===== src/rtl/lfsr_rng_scheduler.sv =====
// rtl/lfsr_rng_scheduler.sv - round-robin shared Fibonacci LFSR random source
//
// Purpose: one LFSR serves NREQ requesters. Each grant hands out the current
// LFSR word and advances the LFSR once, so no two grants see the same word.
// Seeding forces an all-zero seed to 1 and can be followed by a warm-up run.
//
// Ports:
//   clk        clock, rising edge
//   rst        asynchronous active-low reset
//   seed_load  single-cycle pulse, loads seed (beats arbitration that cycle)
//   seed       seed value sampled with seed_load
//   req        per-requester level request
//   gnt        registered one-hot grant, one cycle wide
//   rdata      registered random word for the granted requester
//   rvalid     high together with any gnt bit
//   busy       high whenever the FSM is not serving
//   seed_err   sticky: last loaded seed was all-zero
module lfsr_rng_scheduler #(
  parameter int                LENGTH = 16,
  parameter logic [LENGTH-1:0] TAPS   = LENGTH'(16'hD008),
  parameter int                NREQ   = 4,
  parameter int                WARMUP = 16
) (
  input  logic              clk,
  input  logic              rst,
  input  logic              seed_load,
  input  logic [LENGTH-1:0] seed,
  input  logic [NREQ-1:0]   req,
  output logic [NREQ-1:0]   gnt,
  output logic [LENGTH-1:0] rdata,
  output logic              rvalid,
  output logic              busy,
  output logic              seed_err
);

  localparam int              PW       = (NREQ > 1) ? $clog2(NREQ) : 1;
  localparam logic [7:0]      WU_LAST  = 8'(WARMUP - 1);
  localparam logic [PW-1:0]   LAST_IDX = PW'(NREQ - 1);

  typedef enum logic [1:0] {ST_IDLE, ST_WARMUP, ST_SERVE} state_t;

  state_t            state;
  state_t            state_next;
  logic [LENGTH-1:0] lfsr;
  logic [LENGTH-1:0] lfsr_step;
  logic [PW-1:0]     ptr;
  logic [PW-1:0]     ptr_next;
  logic [PW-1:0]     win_idx;
  logic [PW:0]       cand;
  logic              win_found;
  logic              do_grant;
  logic [NREQ-1:0]   win_onehot;
  logic [7:0]        wcnt;

  // Feedback is the parity of the tapped bits plus bit 0, shifted in at the top.
  assign lfsr_step = {^{lfsr & TAPS, lfsr[0]}, lfsr[LENGTH-1:1]};

  // Rotating priority search starting at ptr; cand is one bit wider so the
  // wrap subtraction never overflows.
  always_comb begin
    win_found = 1'b0;
    win_idx   = '0;
    cand      = '0;
    for (int k = 0; k < NREQ; k++) begin
      cand = {1'b0, ptr} + (PW+1)'(k);
      if (cand >= (PW+1)'(NREQ)) begin
        cand = cand - (PW+1)'(NREQ);
      end
      if (!win_found && req[cand[PW-1:0]]) begin
        win_found = 1'b1;
        win_idx   = cand[PW-1:0];
      end
    end
  end

  assign ptr_next   = (win_idx == LAST_IDX) ? '0 : win_idx + 1'b1;
  assign win_onehot = NREQ'(1) << win_idx;
  assign do_grant   = (state == ST_SERVE) && !seed_load && win_found;
  assign busy       = (state != ST_SERVE);

  always_comb begin
    state_next = state;
    if (seed_load) begin
      state_next = (WARMUP == 0) ? ST_SERVE : ST_WARMUP;
    end else if (state == ST_WARMUP && wcnt == WU_LAST) begin
      state_next = ST_SERVE;
    end
  end

  always_ff @(posedge clk or negedge rst) begin
    if (!rst) begin
      state <= ST_IDLE;
    end else begin
      state <= state_next;
    end
  end

  always_ff @(posedge clk or negedge rst) begin
    if (!rst) begin
      lfsr     <= LENGTH'(1);
      ptr      <= '0;
      wcnt     <= '0;
      gnt      <= '0;
      rdata    <= '0;
      rvalid   <= 1'b0;
      seed_err <= 1'b0;
    end else begin
      gnt    <= '0;
      rvalid <= 1'b0;
      if (seed_load) begin
        // An all-zero state would lock up the LFSR, so substitute 1.
        lfsr     <= (seed == '0) ? LENGTH'(1) : seed;
        seed_err <= (seed == '0);
        wcnt     <= '0;
      end else if (state == ST_WARMUP) begin
        lfsr <= lfsr_step;
        wcnt <= wcnt + 8'd1;
      end else if (do_grant) begin
        gnt    <= win_onehot;
        rdata  <= lfsr;
        rvalid <= 1'b1;
        lfsr   <= lfsr_step;
        ptr    <= ptr_next;
      end
    end
  end

endmodule


===== config.mk =====
export PLATFORM = sky130hd
export DESIGN_NAME = lfsr_rng_scheduler
export DESIGN_NICKNAME = d
export VERILOG_FILES = /design/src/rtl/lfsr_rng_scheduler.sv
export SDC_FILE = /design/constraint.sdc
export NUM_CORES = 1
export LEC_CHECK = 0
export ABC_AREA = 1
export CAP_MARGIN = 20
export CORE_ASPECT_RATIO = 1.75
export CORE_UTILIZATION = 53
export CTS_CLUSTER_DIAMETER = 50
export DETAILED_ROUTE_END_ITERATION = 8
export PLACE_DENSITY = 0.8
export SYNTH_ARGS = -nofsm -noshare
export SYNTH_HDL_FRONTEND = slang
export SYNTH_SLANG_ARGS = --single-unit

===== constraint.sdc =====
create_clock -name clk -period 2.45 [get_ports clk]
set_input_delay 0.735 -clock clk [delete_from_list [all_inputs] [get_ports clk]]
set_output_delay 0.735 -clock clk [all_outputs]
set_load 0.01 [all_outputs]

==> run summary, run 1 <==
Max H-tree Level = 2
Layout Skew = 0.00484 ns
Critical Path Sink Type = output pin
gr ovfl total = 0
outcome = finished clean
Main synth FF type = dfrtp_1
warning count from the yosys run = 0
Max VDD drop = 646 uV
# hold bufs at CTS = 0
Post-synth EDFFs = 0
Top Ports = 46
Die Width = 55.7 um
critical path class = reg2out
gr usage total = 24.0%
largest net degree at the start of global routing = 30
Post CTS Setup Buffer Count = 0
startpoint types = register
Vias/cell = 5.25
vias in the first global route = 2,266
Final Max Slew Viols = 0
total number of vias = 2,352
RSZ-0062 raised after global routing = false
DP Worst Slack = -0.0524 ns
final wirelength = 5950 um
cell with the most instances after synthesis = nand2_1
Clock Root Buffer = clkbuf_8
top cell type's share of synthesized area = 45.8%
Hold WS = 0.392 ns
#FFs+latches synth = 50
Placement Rows = 33
DR WL/cell = 13.3 um
clock-pin slew on the worst setup and hold paths = 0.09 ns
antenna violations before repair = 0
Syn Inst Count = 346
DRC = 0
Final Setup Violations = 0
clk sink count = 50
TritonRoute pass-1 iters = 5
# diodes = 0
Area Overhead vs Synth = 22.2%
layout cells sized above 1 = 9.34%
worst-path fanout max = 2
Skew-Pair Late Insertion Delay = 0.31 ns
Nets = 423
Post-Syn Area per Cell = 7.74 um^2
Bufs on Longest Clock Path = 2
worst min path class = in2async
Final Hold Viols = 0
fmax = 431 MHz
Worst Path Arrival = 1.58 ns
Final Cycle Share = 94.7%
max capacitance violation total = 0
Post-Syn Area = 0.00268 mm^2
cts repair resizes = 0
total CTS buffers = 5
area of the core = 0.00475 mm^2
Lkg Pwr = 0.00166 uW
Starting DRT DRC Count = 79
Final min period = 2.32 ns
Synth area leader = dfrtp_1
Cell variety after synth = 27
commonest cells in the netlist = 122 x nand2_1, 49 x dfrtp_1, 38 x inv_1, 31 x nand3_1, 25 x o21ai_0
CTS tree = built
Worst Tran Pin Value = 0.518 ns
Final Cell Area = 0.00327 mm^2
Max-slew headroom = 65.5%
Area contributors post-synth = dfrtp_1 46%, nand2_1 17%, nand3_1 5.8%
final worst slack = 0.130 ns
Critical Path RT = 1.71 ns
Post-DP HPWL = 4560 um
Async SR Flop Fraction = 100%
IO Port Bufs = 45
Power, Total = 1750 uW
GP Congestion = 0.911
Layout Utilization = 68.9%
remaining antenna violation count = 0
first-pass GRT wire length = 10,100 um
chip height = 96.0 um
PwrDens = 534 mW/mm^2
Net Count, Synth = 374
Die Area = 0.00535 mm^2
post-synthesis sequential area ratio = 46.8%
Post-Place Cell Area = 0.00316 mm^2
Starting Density = 56.4%
logic make-up (layout without fill, tap and decap cells):
logic type | Yosys count | count (layout) | share of synthesized area (%)
compound gates | 42 | 42 | 7.99
xor+xnor | 1 | 1 | 0.327
fa+ha+maj | 5 | 5 | 2.34
buf+inv | 51 | 101 | 9.86
flops | 50 | 50 | 46.8
simple gates | 197 | 197 | 32.7
metal layers:
layer | GRT usage (%) | part of all wire, %
met5 | 0 | 0
met4 | 7.29 | 1.2
met3 | 3.36 | 3.0
met2 | 46.7 | 57
met1 | 26.8 | 39
metrics by stage:
stage | instances | TNS, ns
6_report | 448 | 0
5_1_grt | 448 | 0
4_1_cts | 448 | 0
3_5_place_dp | 440 | -0.274
3_3_place_gp | 440 | 0
2_1_floorplan | 346 | 0
flip-flops by register name (all words and copies together) (netlist names):
signal / count
lfsr: 16
seed_err: 1
state: 2
wcnt: 8
rvalid: 1
ptr: 2
rdata: 16
gnt: 4
area by class of cell:
class                   count  area (um^2)
fillers                   397         1480
well taps                  52         65.1
clock buffers               5         68.8
clock inverters             3         40.0
multi-input cells         245         1160
inverters                  39          146
flip-flops and latches     50         1250
repair buffers             54          538
worst paths after layout:
check                           cells past startpoint  slack [ns]      from        to
max in group asynchronous                           2        1.53       rst   wcnt[1]
worst min-delay path                                1        0.39       rst   lfsr[9]
worst max-delay path                                4        0.13  state[1]      busy
worst min register to register                      2        0.49  rdata[0]  rdata[0]
worst max register to register                     13        0.59    ptr[0]    ptr[1]
min in group clk                                    2        0.49  rdata[0]  rdata[0]
where the power goes:
part           internal, uW  switching (uW)  total [uW]
registers               869            30.0         899
logic                   120             153         273
clock network           301             274         575
worst max-delay path: stages (launching register included):
cell             delay, ns
dfrtp_1               0.40
inv_1                 0.07
nor2_1                0.23
inv_1                 0.10
clkdlybuf4s50_1       0.49
cell usage in the layout, fill, tap and decap left out:
cell type        netlist  routed
clkdlybuf4s50_1        0      44
buf_2                  2       1
nand3_4                1       1
clkbuf_8               0       5
nor2_2                 1       1
nand3b_1               1       1
bufinv_16              0       1
nand4_1                1       1
inv_2                  1       1
o21ai_0               25      25
a21oi_1                6       6
nand3_1               31      31
nor3_1                 2       2
dfstp_2                1       1
nand2_1              122     122
buf_4                  3       7
xnor2_1                1       1
nor4_1                 1       1
nor2_1                23      23
o21ai_2                1       1
ha_1                   5       5
inv_1                 38      38
nand2_4                5       5
dfrtp_1               49      49
buf_12                 0       2
nor2_4                 2       2
o21ai_1               10      10
nand2_2                7       7
clkinv_2               0       2
Note: power is estimated with default switching activity, not from simulation.
==> inputs of run 2 (changes only) <==
- CORE_UTILIZATION: 53 -> 45
- PLACE_DENSITY: 0.8 -> 0.7
==> run summary, run 2 (synthesized netlist as in run 1, its figures left out) <==
clock-pin slew on the worst setup and hold paths = 0.09 ns (about the same)
Worst Tran Pin Value = 0.372 ns (was 0.518 ns)
met2 WL post-DR = 3170 um (was 3380 um)
Vias/cell = 4.83 (was 5.25)
Critical Path Sink Type = output pin (unchanged)
remaining antenna violation count = 0 (unchanged)
Placement Rows = 36 (was 33)
Lkg Pwr = 0.00168 uW (was 0.00166 uW)
Setup TNS Final = 0 ns (unchanged)
most frequent cells in the layout = 122 x nand2_1, 49 x dfrtp_1, 44 x clkdlybuf4s50_1, 38 x inv_1, 31 x nand3_1 (unchanged)
# hold bufs at CTS = 0 (unchanged)
DR WL/cell = 12.3 um (was 13.3 um)
Final Max Slew Viols = 0 (unchanged)
top layer in use = met4 (unchanged)
met1 WL = 2420 um (was 2320 um)
outcome = finished clean (unchanged)
Post CTS Setup Buffer Count = 0 (unchanged)
Worst Path Arrival = 1.60 ns (was 1.58 ns)
Max VDD drop = 354 uV (was 646 uV)
clk sink count = 50 (unchanged)
RSZ-0062 raised after global routing = false (unchanged)
area of the core = 0.00563 mm^2 (was 0.00475 mm^2)
Starting Density = 47.6% (was 56.4%)
Max-slew headroom = 75.2% (was 65.5%)
worst-path cell chain = inv_1, nor2_1, inv_1, clkdlybuf4s50_1 (unchanged)
Critical Path RT = 1.71 ns (about the same)
Final min period = 2.33 ns (was 2.32 ns)
total number of vias = 2,298 (was 2,352)
Top Ports = 46 (unchanged)
largest registers = lfsr x16, rdata x16, wcnt x8 (unchanged)
Bufs on Longest Clock Path = 2 (unchanged)
final wirelength = 5870 um (was 5950 um)
antenna violations before repair = 0 (unchanged)
Post-Place Cell Area = 0.00322 mm^2 (was 0.00316 mm^2)
Post-DP HPWL = 4370 um (was 4560 um)
CP dominant cell by count = inv_1 (unchanged)
Die Area = 0.00627 mm^2 (was 0.00535 mm^2)
total CTS buffers = 5 (unchanged)
Clock Root Buffer = clkbuf_8 (unchanged)
Layout Skew = 0.00349 ns (was 0.00484 ns)
Final Setup Violations = 0 (unchanged)
startpoint types = register (unchanged)
# diodes = 0 (unchanged)
fmax = 429 MHz (was 431 MHz)
IO Port Bufs = 45 (unchanged)
worst-path fanout max = 2 (unchanged)
vias in the first global route = 2,357 (was 2,266)
largest net degree at the start of global routing = 51 (was 30)
layout cells sized above 1 = 10.3% (was 9.34%)
Final Cell Area = 0.00333 mm^2 (was 0.00327 mm^2)
Layout Utilization = 59.2% (was 68.9%)
Max H-tree Level = 2 (unchanged)
max capacitance violation total = 0 (unchanged)
Nets = 427 (was 423)
DRC = 0 (unchanged)
CTS tree = built (unchanged)
commonest non-fill, non-tap cell in the layout = nand2_1 (unchanged)
gr ovfl total = 0 (unchanged)
slowest stage cell, crit path = clkdlybuf4s50_1 (unchanged)
Final Cycle Share = 95.3% (was 94.7%)
chip height = 104 um (was 96.0 um)
GP Congestion = 0.785 (was 0.911)
PwrDens = 523 mW/mm^2 (was 534 mW/mm^2)
cts repair resizes = 0 (unchanged)
first-pass GRT wire length = 10,100 um (about the same)
TritonRoute pass-1 iters = 4 (was 5)
gr usage total = 20.8% (was 24.0%)
worst min path class = in2async (unchanged)
Die Width = 60.3 um (was 55.7 um)
Final Hold Viols = 0 (unchanged)
max incr delay on CP = 0.49 ns (about the same)
Skew-Pair Late Insertion Delay = 0.30 ns (was 0.31 ns)
Starting DRT DRC Count = 114 (was 79)
critical path class = reg2out (unchanged)
Area Overhead vs Synth = 24.4% (was 22.2%)
met3 routed wirelength = 157 um (was 181 um)
[run 2: final cells by class]
class                           instances  area (um^2)
Fill cell                             546         2300
Sequential cell                        50         1250
Multi-Input combinational cell        245         1160
Timing Repair Buffer                   58          568
Inverter                               39          146
Tap cell                               76         95.1
Clock buffer                            5         68.8
Clock inverter                          3         40.0
[run 2: worst max-delay path: cells and delay by family, from the launching register on]
family / cells / cell delay, ns
buf+inv: 3 / 0.68
flops: 1 / 0.40
simple gates: 1 / 0.22
[run 2: per-stage QoR]
| stage | hold WS (ns) | total power (uW) | instances | setup WS (ns) |
|---|---|---|---|---|
| floorplan | 0.439 | 1060 | 346 | 0.489 |
| global placement | 0.465 | 1180 | 468 | 0.0177 |
| detailed placement | 0.464 | 1190 | 468 | -0.103 |
| CTS | 0.416 | 1760 | 476 | 0.0921 |
| global route | 0.412 | 1830 | 476 | 0.00706 |
| finish | 0.406 | 1740 | 476 | 0.116 |
[run 2: report_power, final]
| group | switching (uW) | total (uW) | leakage [uW] | internal (uW) |
|---|---|---|---|---|
| clock | 271 | 572 | 0.0000579 | 301 |
| sequential | 28.5 | 897 | 0.000625 | 869 |
| combinational | 149 | 272 | 0.000996 | 122 |
[run 2: final timing paths]
kind                          start        to  slack [ns]  depth (start not counted)
setup / recovery           state[1]      busy        0.12                          4
min in group clk           rdata[0]  rdata[0]        0.48                          2
max in group asynchronous       rst   lfsr[0]        1.75                          2
hold reg to reg            rdata[0]  rdata[0]        0.48                          2
setup reg to reg             ptr[0]    ptr[1]        0.58                         13
hold / removal                  rst  rdata[7]        0.41                          2
[run 2: layer usage]
metal  up-vias  track usage [%]
li1       1182                -
met1      1061             24.1
met2        42             36.4
met3        13             3.36
met4         0             7.81
met5         -                0
